File: src/rtl/dpram_read_streamer_pkg.sv
// Shared types and width helpers for the dual-port RAM read streamer.
package dpram_read_streamer_pkg;

  typedef enum logic [1:0] {
    ST_IDLE,
    ST_ISSUE,
    ST_DRAIN
  } state_t;

  localparam int unsigned DEF_ADDR_WIDTH    = 4;
  localparam int unsigned DEF_DATA_WIDTH    = 8;
  localparam int unsigned DEF_READ_LANTENCY = 3;
  localparam int unsigned DEF_FIFO_DEPTH    = 4;

  // Bits needed to hold a count in the range 0..max_val.
  function automatic int unsigned cnt_width(input int unsigned max_val);
    return (max_val < 1) ? 1 : $clog2(max_val + 1);
  endfunction

  // Bits needed to index `depth` entries (at least one bit).
  function automatic int unsigned idx_width(input int unsigned depth);
    return (depth <= 1) ? 1 : $clog2(depth);
  endfunction

endpackage

File: src/rtl/dpram_read_streamer_if.sv
// Control, RAM-port and stream signals of the read streamer.
interface dpram_read_streamer_if #(
  parameter int unsigned ADDR_WIDTH = 4,
  parameter int unsigned DATA_WIDTH = 8
);
  logic                  i_start;
  logic [ADDR_WIDTH-1:0] i_base_addr;
  logic [ADDR_WIDTH:0]   i_len;
  logic                  o_busy;
  logic                  o_done;
  logic                  o_ram_en;
  logic                  o_ram_we;
  logic [ADDR_WIDTH-1:0] o_ram_addr;
  logic [DATA_WIDTH-1:0] o_ram_din;
  logic [DATA_WIDTH-1:0] i_ram_dout;
  logic [DATA_WIDTH-1:0] o_data;
  logic                  o_valid;
  logic                  o_last;
  logic                  i_ready;

  modport master (
    input  i_start, i_base_addr, i_len, i_ram_dout, i_ready,
    output o_busy, o_done, o_ram_en, o_ram_we, o_ram_addr, o_ram_din,
           o_data, o_valid, o_last
  );

  modport slave (
    output i_start, i_base_addr, i_len, i_ram_dout, i_ready,
    input  o_busy, o_done, o_ram_en, o_ram_we, o_ram_addr, o_ram_din,
           o_data, o_valid, o_last
  );
endinterface

File: src/rtl/dpram_read_streamer_fifo.sv
// Show-ahead FIFO with occupancy count; push while full is accepted when a pop
// happens in the same cycle.
module sync_fifo_fwft
  import dpram_read_streamer_pkg::*;
#(
  parameter int unsigned DEPTH = 4,
  parameter int unsigned WIDTH = 9
) (
  input  logic                         i_clk,
  input  logic                         i_rst_n,
  input  logic                         i_push,
  input  logic [WIDTH-1:0]             i_data,
  input  logic                         i_pop,
  output logic [WIDTH-1:0]             o_data,
  output logic                         o_empty,
  output logic [cnt_width(DEPTH)-1:0]  o_count
);
  localparam int unsigned PW = idx_width(DEPTH);
  localparam int unsigned CW = cnt_width(DEPTH);

  logic [WIDTH-1:0] mem_q [DEPTH];
  logic [PW-1:0]    wr_q, rd_q;
  logic [CW-1:0]    cnt_q;
  logic             full, push_ok, pop_ok;

  function automatic logic [PW-1:0] bump(input logic [PW-1:0] ptr);
    return (ptr == PW'(DEPTH - 1)) ? '0 : ptr + PW'(1);
  endfunction

  assign o_empty = (cnt_q == '0);
  assign full    = (cnt_q == CW'(DEPTH));
  assign pop_ok  = i_pop & ~o_empty;
  assign push_ok = i_push & (~full | pop_ok);
  assign o_data  = mem_q[rd_q];
  assign o_count = cnt_q;

  // Storage, pointers and occupancy count.
  always_ff @(posedge i_clk or negedge i_rst_n) begin
    if (!i_rst_n) begin
      for (int unsigned i = 0; i < DEPTH; i++) mem_q[i] <= '0;
      wr_q  <= '0;
      rd_q  <= '0;
      cnt_q <= '0;
    end else begin
      if (push_ok) begin
        mem_q[wr_q] <= i_data;
        wr_q        <= bump(wr_q);
      end
      if (pop_ok) rd_q <= bump(rd_q);
      if (push_ok && !pop_ok)      cnt_q <= cnt_q + CW'(1);
      else if (!push_ok && pop_ok) cnt_q <= cnt_q - CW'(1);
    end
  end

endmodule

File: src/rtl/dpram_read_streamer.sv
// Burst reader for one RAM port: issues reads under FIFO credit, tracks them
// through the fixed RAM latency and streams the words out on valid/ready.
module dpram_read_streamer
  import dpram_read_streamer_pkg::*;
#(
  parameter int unsigned ADDR_WIDTH    = DEF_ADDR_WIDTH,
  parameter int unsigned DATA_WIDTH    = DEF_DATA_WIDTH,
  parameter int unsigned READ_LANTENCY = DEF_READ_LANTENCY,
  parameter int unsigned FIFO_DEPTH    = DEF_FIFO_DEPTH
) (
  input logic                   i_clk,
  input logic                   i_rst_n,
  dpram_read_streamer_if.master bus
);
  localparam int unsigned FCW = cnt_width(FIFO_DEPTH);
  localparam int unsigned CW  = cnt_width(FIFO_DEPTH + READ_LANTENCY);
  localparam int unsigned FW  = DATA_WIDTH + 1;

  state_t                   state_q, state_d;
  logic [ADDR_WIDTH-1:0]    cur_q, cur_d;
  logic [ADDR_WIDTH:0]      rem_q, rem_d;
  logic                     zdone_q, zdone_d;
  logic [READ_LANTENCY-1:0] trk_q, trk_d, trk_last_q, trk_last_d;
  logic                     issue, drain_done, credit, pop, fifo_empty;
  logic [FCW-1:0]           fifo_cnt;
  logic [CW-1:0]            inflight, occupancy;
  logic [FW-1:0]            fifo_head;

  sync_fifo_fwft #(
    .DEPTH (FIFO_DEPTH),
    .WIDTH (FW)
  ) u_fifo (
    .i_clk   (i_clk),
    .i_rst_n (i_rst_n),
    .i_push  (trk_q[READ_LANTENCY-1]),
    .i_data  ({trk_last_q[READ_LANTENCY-1], bus.i_ram_dout}),
    .i_pop   (pop),
    .o_data  (fifo_head),
    .o_empty (fifo_empty),
    .o_count (fifo_cnt)
  );

  assign pop = ~fifo_empty & bus.i_ready;

  // Credit: reads in flight plus buffered words, less a word leaving now.
  always_comb begin
    inflight = '0;
    for (int unsigned i = 0; i < READ_LANTENCY; i++) inflight = inflight + CW'(trk_q[i]);
    occupancy = inflight + CW'(fifo_cnt) - CW'(pop);
    credit    = (occupancy < CW'(FIFO_DEPTH));
  end

  // Burst FSM next state, address/remaining counters and issue decision.
  always_comb begin
    state_d    = state_q;
    cur_d      = cur_q;
    rem_d      = rem_q;
    zdone_d    = 1'b0;
    issue      = 1'b0;
    drain_done = 1'b0;
    unique case (state_q)
      ST_IDLE: begin
        if (bus.i_start) begin
          if (bus.i_len != '0) begin
            cur_d   = bus.i_base_addr;
            rem_d   = bus.i_len;
            state_d = ST_ISSUE;
          end else begin
            zdone_d = 1'b1;
          end
        end
      end
      ST_ISSUE: begin
        if (credit) begin
          issue = 1'b1;
          cur_d = cur_q + ADDR_WIDTH'(1);
          rem_d = rem_q - (ADDR_WIDTH + 1)'(1);
          if (rem_q == (ADDR_WIDTH + 1)'(1)) state_d = ST_DRAIN;
        end
      end
      ST_DRAIN: begin
        if (trk_q == '0 && fifo_empty) begin
          drain_done = 1'b1;
          state_d    = ST_IDLE;
        end
      end
      default: state_d = ST_IDLE;
    endcase
  end

  // In-flight tracker: one issue bit (and last tag) per RAM latency stage.
  always_comb begin
    trk_d         = '0;
    trk_last_d    = '0;
    trk_d[0]      = issue;
    trk_last_d[0] = issue & (rem_q == (ADDR_WIDTH + 1)'(1));
    for (int unsigned i = 1; i < READ_LANTENCY; i++) begin
      trk_d[i]      = trk_q[i-1];
      trk_last_d[i] = trk_last_q[i-1];
    end
  end

  // State, counters and tracker registers.
  always_ff @(posedge i_clk or negedge i_rst_n) begin
    if (!i_rst_n) begin
      state_q    <= ST_IDLE;
      cur_q      <= '0;
      rem_q      <= '0;
      zdone_q    <= 1'b0;
      trk_q      <= '0;
      trk_last_q <= '0;
    end else begin
      state_q    <= state_d;
      cur_q      <= cur_d;
      rem_q      <= rem_d;
      zdone_q    <= zdone_d;
      trk_q      <= trk_d;
      trk_last_q <= trk_last_d;
    end
  end

  assign bus.o_ram_en   = issue;
  assign bus.o_ram_we   = 1'b0;
  assign bus.o_ram_addr = cur_q;
  assign bus.o_ram_din  = '0;
  assign bus.o_done     = zdone_q | drain_done;
  assign bus.o_busy     = (state_q != ST_IDLE) & ~drain_done;
  assign bus.o_valid    = ~fifo_empty;
  assign bus.o_data     = fifo_head[DATA_WIDTH-1:0];
  assign bus.o_last     = ~fifo_empty & fifo_head[DATA_WIDTH];

endmodule

File: src/flat_wrapper.sv
// flat-port wrapper written by rule: the top's interface ports become plain ports
module dpram_read_streamer_flat import dpram_read_streamer_pkg::*;
#(
  parameter int unsigned ADDR_WIDTH    = DEF_ADDR_WIDTH,
  parameter int unsigned DATA_WIDTH    = DEF_DATA_WIDTH,
  parameter int unsigned READ_LANTENCY = DEF_READ_LANTENCY,
  parameter int unsigned FIFO_DEPTH    = DEF_FIFO_DEPTH
)
  (i_clk, i_rst_n, bus_i_start, bus_i_base_addr, bus_i_len, bus_i_ram_dout, bus_i_ready, bus_o_busy, bus_o_done, bus_o_ram_en, bus_o_ram_we, bus_o_ram_addr, bus_o_ram_din, bus_o_data, bus_o_valid, bus_o_last);
  dpram_read_streamer_if #(.ADDR_WIDTH(ADDR_WIDTH), .DATA_WIDTH(DATA_WIDTH)) bus_i ();
  input logic i_clk;
  input logic i_rst_n;
  input wire logic [$bits(bus_i.i_start)-1:0] bus_i_start;
  input wire logic [$bits(bus_i.i_base_addr)-1:0] bus_i_base_addr;
  input wire logic [$bits(bus_i.i_len)-1:0] bus_i_len;
  input wire logic [$bits(bus_i.i_ram_dout)-1:0] bus_i_ram_dout;
  input wire logic [$bits(bus_i.i_ready)-1:0] bus_i_ready;
  output wire logic [$bits(bus_i.o_busy)-1:0] bus_o_busy;
  output wire logic [$bits(bus_i.o_done)-1:0] bus_o_done;
  output wire logic [$bits(bus_i.o_ram_en)-1:0] bus_o_ram_en;
  output wire logic [$bits(bus_i.o_ram_we)-1:0] bus_o_ram_we;
  output wire logic [$bits(bus_i.o_ram_addr)-1:0] bus_o_ram_addr;
  output wire logic [$bits(bus_i.o_ram_din)-1:0] bus_o_ram_din;
  output wire logic [$bits(bus_i.o_data)-1:0] bus_o_data;
  output wire logic [$bits(bus_i.o_valid)-1:0] bus_o_valid;
  output wire logic [$bits(bus_i.o_last)-1:0] bus_o_last;
  assign bus_i.i_start = bus_i_start;
  assign bus_i.i_base_addr = bus_i_base_addr;
  assign bus_i.i_len = bus_i_len;
  assign bus_i.i_ram_dout = bus_i_ram_dout;
  assign bus_i.i_ready = bus_i_ready;
  assign bus_o_busy = bus_i.o_busy;
  assign bus_o_done = bus_i.o_done;
  assign bus_o_ram_en = bus_i.o_ram_en;
  assign bus_o_ram_we = bus_i.o_ram_we;
  assign bus_o_ram_addr = bus_i.o_ram_addr;
  assign bus_o_ram_din = bus_i.o_ram_din;
  assign bus_o_data = bus_i.o_data;
  assign bus_o_valid = bus_i.o_valid;
  assign bus_o_last = bus_i.o_last;
  dpram_read_streamer #(.ADDR_WIDTH(ADDR_WIDTH), .DATA_WIDTH(DATA_WIDTH), .READ_LANTENCY(READ_LANTENCY), .FIFO_DEPTH(FIFO_DEPTH)) u_core (.i_clk(i_clk), .i_rst_n(i_rst_n), .bus(bus_i));
endmodule
File: config.mk
export PLATFORM = sky130hd
export DESIGN_NAME = dpram_read_streamer_flat
export DESIGN_NICKNAME = d
export VERILOG_FILES = /design/src/rtl/dpram_read_streamer_pkg.sv /design/src/rtl/dpram_read_streamer_if.sv /design/src/rtl/dpram_read_streamer_fifo.sv /design/src/rtl/dpram_read_streamer.sv /design/src/flat_wrapper.sv
export SDC_FILE = /design/constraint.sdc
export NUM_CORES = 1
export LEC_CHECK = 0
export BUFFER_PORTS_ARGS = -buffer_cell sky130_fd_sc_hd__buf_2
export CORE_MARGIN = 2
export CORE_UTILIZATION = 50
export CTS_BUF_LIST = sky130_fd_sc_hd__clkbuf_2
export DETAILED_ROUTE_END_ITERATION = 10
export PLACE_DENSITY = 0.75
export SLEW_MARGIN = 25
export SYNTH_ARGS = -nofsm -noshare
export SYNTH_HDL_FRONTEND = slang
export SYNTH_SLANG_ARGS = --single-unit
File: constraint.sdc
create_clock -name i_clk -period 3.8 [get_ports i_clk]
set_clock_uncertainty 0.2 [all_clocks]
set_input_delay 0.19 -clock i_clk [delete_from_list [all_inputs] [get_ports i_clk]]
set_output_delay 0.19 -clock i_clk [all_outputs]
set_load 0.01 [all_outputs]
==> metrics.csv <==
metric;value;unit
route.vias.total;2117;
grt_pass1_vias;2213;
ff2ff_path_depth;12;
status;finished, final reports clean;
die_y;83.0;um
clock_latency;0.45;ns
grt_pass1_wl;10.4;mm
grt_max_degree;37;
timing.rr.end;u_core.rem_q[3];
wl;6.05;mm
ioPinCount;47;
arrival;3.07;ns
rsz0062_at_grt;no;
drt-vias-per-instance;5.35;
pre_cts_ws;0.742;ns
antenna_cells;0;
vdd_ir_drop_max;0.000536;V
critPathCaptureType;primary output;
clkSlewWorstSetupHoldPaths;0.16;ns
die_area;6890;um2
path_delay_family;simple AND/OR/NAND/NOR gates;
start_util;52.1;%
cts_tree;yes;
area_growth;21.0;%
final-setup-viol-count;0;
tightestPinTransition;0.692;ns
whs_path_depth;0;
combPwrFrac;49.1;%
post-route-min-period;3.46;ns
cts_buffers;9;
syn_area;3120;um2
drive_gt1_share;35.8;%
routabilityCongestion;0.891;
synthFlopType;dfrtp_1;
crit_chain;nor3_2, inv_1, nand2_1, inv_1, ha_1, inv_1, ha_1, nand3_1, a211oi_4, nor2_1, inv_1, buf_2;
critPathBufInv;5;
cp_slowest_cell;dfrtp_1;
fp-row-count;28;
finalHoldViolCount;0;
p_int;2.10;mW
avgSynthCellArea;12.6;um2
synth-warning-count;0;
port_buffers;37;
yosysTopAreaCell;dfrtp_1;
post-route-period-util;91.0;%
root_buffer;clkbuf_2;
synth-seq-cells;61;
max_slew_margin;53.9;%
seqPwrFrac;35.8;%
drt_first_pass_iters;4;
htree_levels;3;
antenna_found_initial;0;
timing.rr.start;u_core.u_fifo.o_count[0];
hold_path_end;u_core.trk_last_q[1];
clkPwrFrac;15.1;%
p_per_area;890;nW/um2
synth_edf_count;0;
switching_power;1.26;mW
yosysTopAreaCellShare;48.9;%
ys_top_cells_by_area;dfrtp_1 49%, mux2_2 14%, mux4_2 6.5%, ha_1 6.0%, inv_1 2.5%;
cp_data_required_time;3.41;ns
cpMostUsedCell;inv_1;
setup_ws;0.343;ns
ys_types;48;
track_usage;19.0;%
hold_start;u_core.trk_last_q[0];
sw_frac_of_total;37.6;%
async_reset_ff_share;100;%
yosysSeqAreaShare;48.9;%
cts.sinks;61;
postRouteAntennaNets;0;
core;5990;um2
post_drt_wl_per_cell;15.3;um
nNetsFinal;354;
setup_tns;0;ns
rrSetupSlack;0.37;ns
fmax;289;MHz
grt_overflow_total;0;
die_w;83.0;um
maxCapViolCount;0;
slowest_delay;0.47;ns
clk_path_buf_depth;2;
start_kind;register;
hp-class;register to register;
route.detailed.drc;0;
syn_inst;248;
dp_hpwl;4.09;mm
drtIter0Drc;92;
critPathMaxFanout;6;
critPathKind;register to primary output;
finalMaxSlewViolations;0;
leakage;1.78;nW
[stage by stage]
step                      cell area, um2  utilization [%]  instances  total power [mW]  hold slack (ns)
after floorplan                     3150                -        256              2.35           -0.306
after global placement              3350             56.0        356              2.71          0.00674
after detailed placement            3350             56.0        356              2.76          0.00746
after CTS                           3750             62.6        396              3.32            0.180
after global routing                3770             63.0        396              3.62            0.182
final                               3770             63.0        396              3.36            0.178
[synthesized netlist by cell type (2+ instances only)]
master and n:
nor4_1 2, nand2_1 10, o221ai_1 2, xnor2_1 3, o2bb2ai_1 2, dfrtp_1 61, mux2_2 38, a21o_1 2
o21ai_0 7, ha_1 15, nand2_2 4, nor2_1 6, a21oi_1 10, xor2_1 2, clkbuf_1 3, and2b_2 2
inv_1 21, buf_4 9, mux4_2 9, and3_1 2, nand3_1 3, nor3_1 7, nor2b_1 2, nor3b_1 2
[power by group through the flow]
stage | combinational [mW] | sequential, mW | clock, mW
6_report | 1.65 | 1.20 | 0.507
5_1_grt | 1.82 | 1.25 | 0.553
4_1_cts | 1.60 | 1.20 | 0.518
3_5_place_dp | 1.54 | 1.22 | 0
3_3_place_gp | 1.51 | 1.20 | 0
2_1_floorplan | 1.23 | 1.12 | 0
[area by class of cell]
class / instances / area, um2
clock buffer: 10 / 50.0
tap: 75 / 93.8
sequential: 61 / 1530
inverter: 21 / 78.8
fill: 451 / 2220
clock inverter: 5 / 100
timing repair buffer: 63 / 443
multi-input combinational: 161 / 1480
[per-layer routing]
layer / wire length [um] / up-vias / share of wire, % / GRT usage, %
met5: 0 / - / 0 / 0
met4: 45 / 0 / 0.74 / 5.22
met3: 295 / 6 / 4.9 / 6.26
met2: 3100 / 57 / 51 / 33.3
met1: 2610 / 1037 / 43 / 22.4
li1: - / 1017 / - / -
[kinds of logic after synthesis]
logic type      Yosys count  synth area share [%]
flops                    61                  48.9
mux                      48                  20.5
simple gates             48                  8.90
compound gates           35                  8.22
buf+inv                  34                  5.21
fa+ha+maj                16                  6.66
xor+xnor                  5                  1.40
other cells               1                 0.120
[flip-flops by register name, indices dropped and copies added, names as in the netlist]
name,flops
u_core.u_fifo.mem_q,36
u_core.rem_q,5
u_core.bus.o_ram_addr,4
u_core.trk_last_q,3
u_core.trk_q,3
u_core.u_fifo.o_count,3
u_core.state_q,2
u_core.u_fifo.rd_q,2
u_core.u_fifo.wr_q,2
u_core.zdone_q,1
[worst max-delay path by stage]
stage	startpoint	end	slack, ns	cells after the start
detailed placement	u_core.u_fifo.o_count[0]	u_core.bus.o_ram_addr[3]	0.74	11
global placement	u_core.u_fifo.o_count[0]	u_core.bus.o_ram_addr[3]	0.83	12
global route	u_core.u_fifo.o_count[0]	bus_o_ram_en	0.02	12
finish	u_core.u_fifo.o_count[0]	bus_o_ram_en	0.34	12
floorplan	u_core.u_fifo.o_count[0]	u_core.bus.o_ram_addr[3]	0.89	12
CTS	u_core.u_fifo.o_count[0]	bus_o_ram_en	0.25	12
[placed cells by master, fill, tap and decap left out, types with 2 or more instances in the layout]
cell type      instances
a21o_1                 2
a21oi_1                9
and2b_2                2
and3_1                 2
buf_2                 37
bufinv_16              3
clkbuf_2              10
clkinv_2               2
conb_1                 9
dfrtp_1               61
dlygate4sd3_1         25
ha_1                  15
inv_1                 21
mux2_2                38
mux4_2                 9
nand2_1               10
nand2_2                4
nand3_1                3
nor2_1                 6
nor2b_1                2
nor3_1                 6
nor3b_1                2
nor4_1                 2
o21ai_0                7
o221ai_1               2
o2bb2ai_1              2
xnor2_1                3
xor2_1                 2
[repair_timing]
item / in CTS / in global routing
setup buffers: 0 / 0
endpoints found under the hold margin: 70 / 0
resized for setup: 0 / 4
hold buffers: 25 / 0
endpoints found under the setup margin: 0 / 3
(Power assumes the default switching activity.)
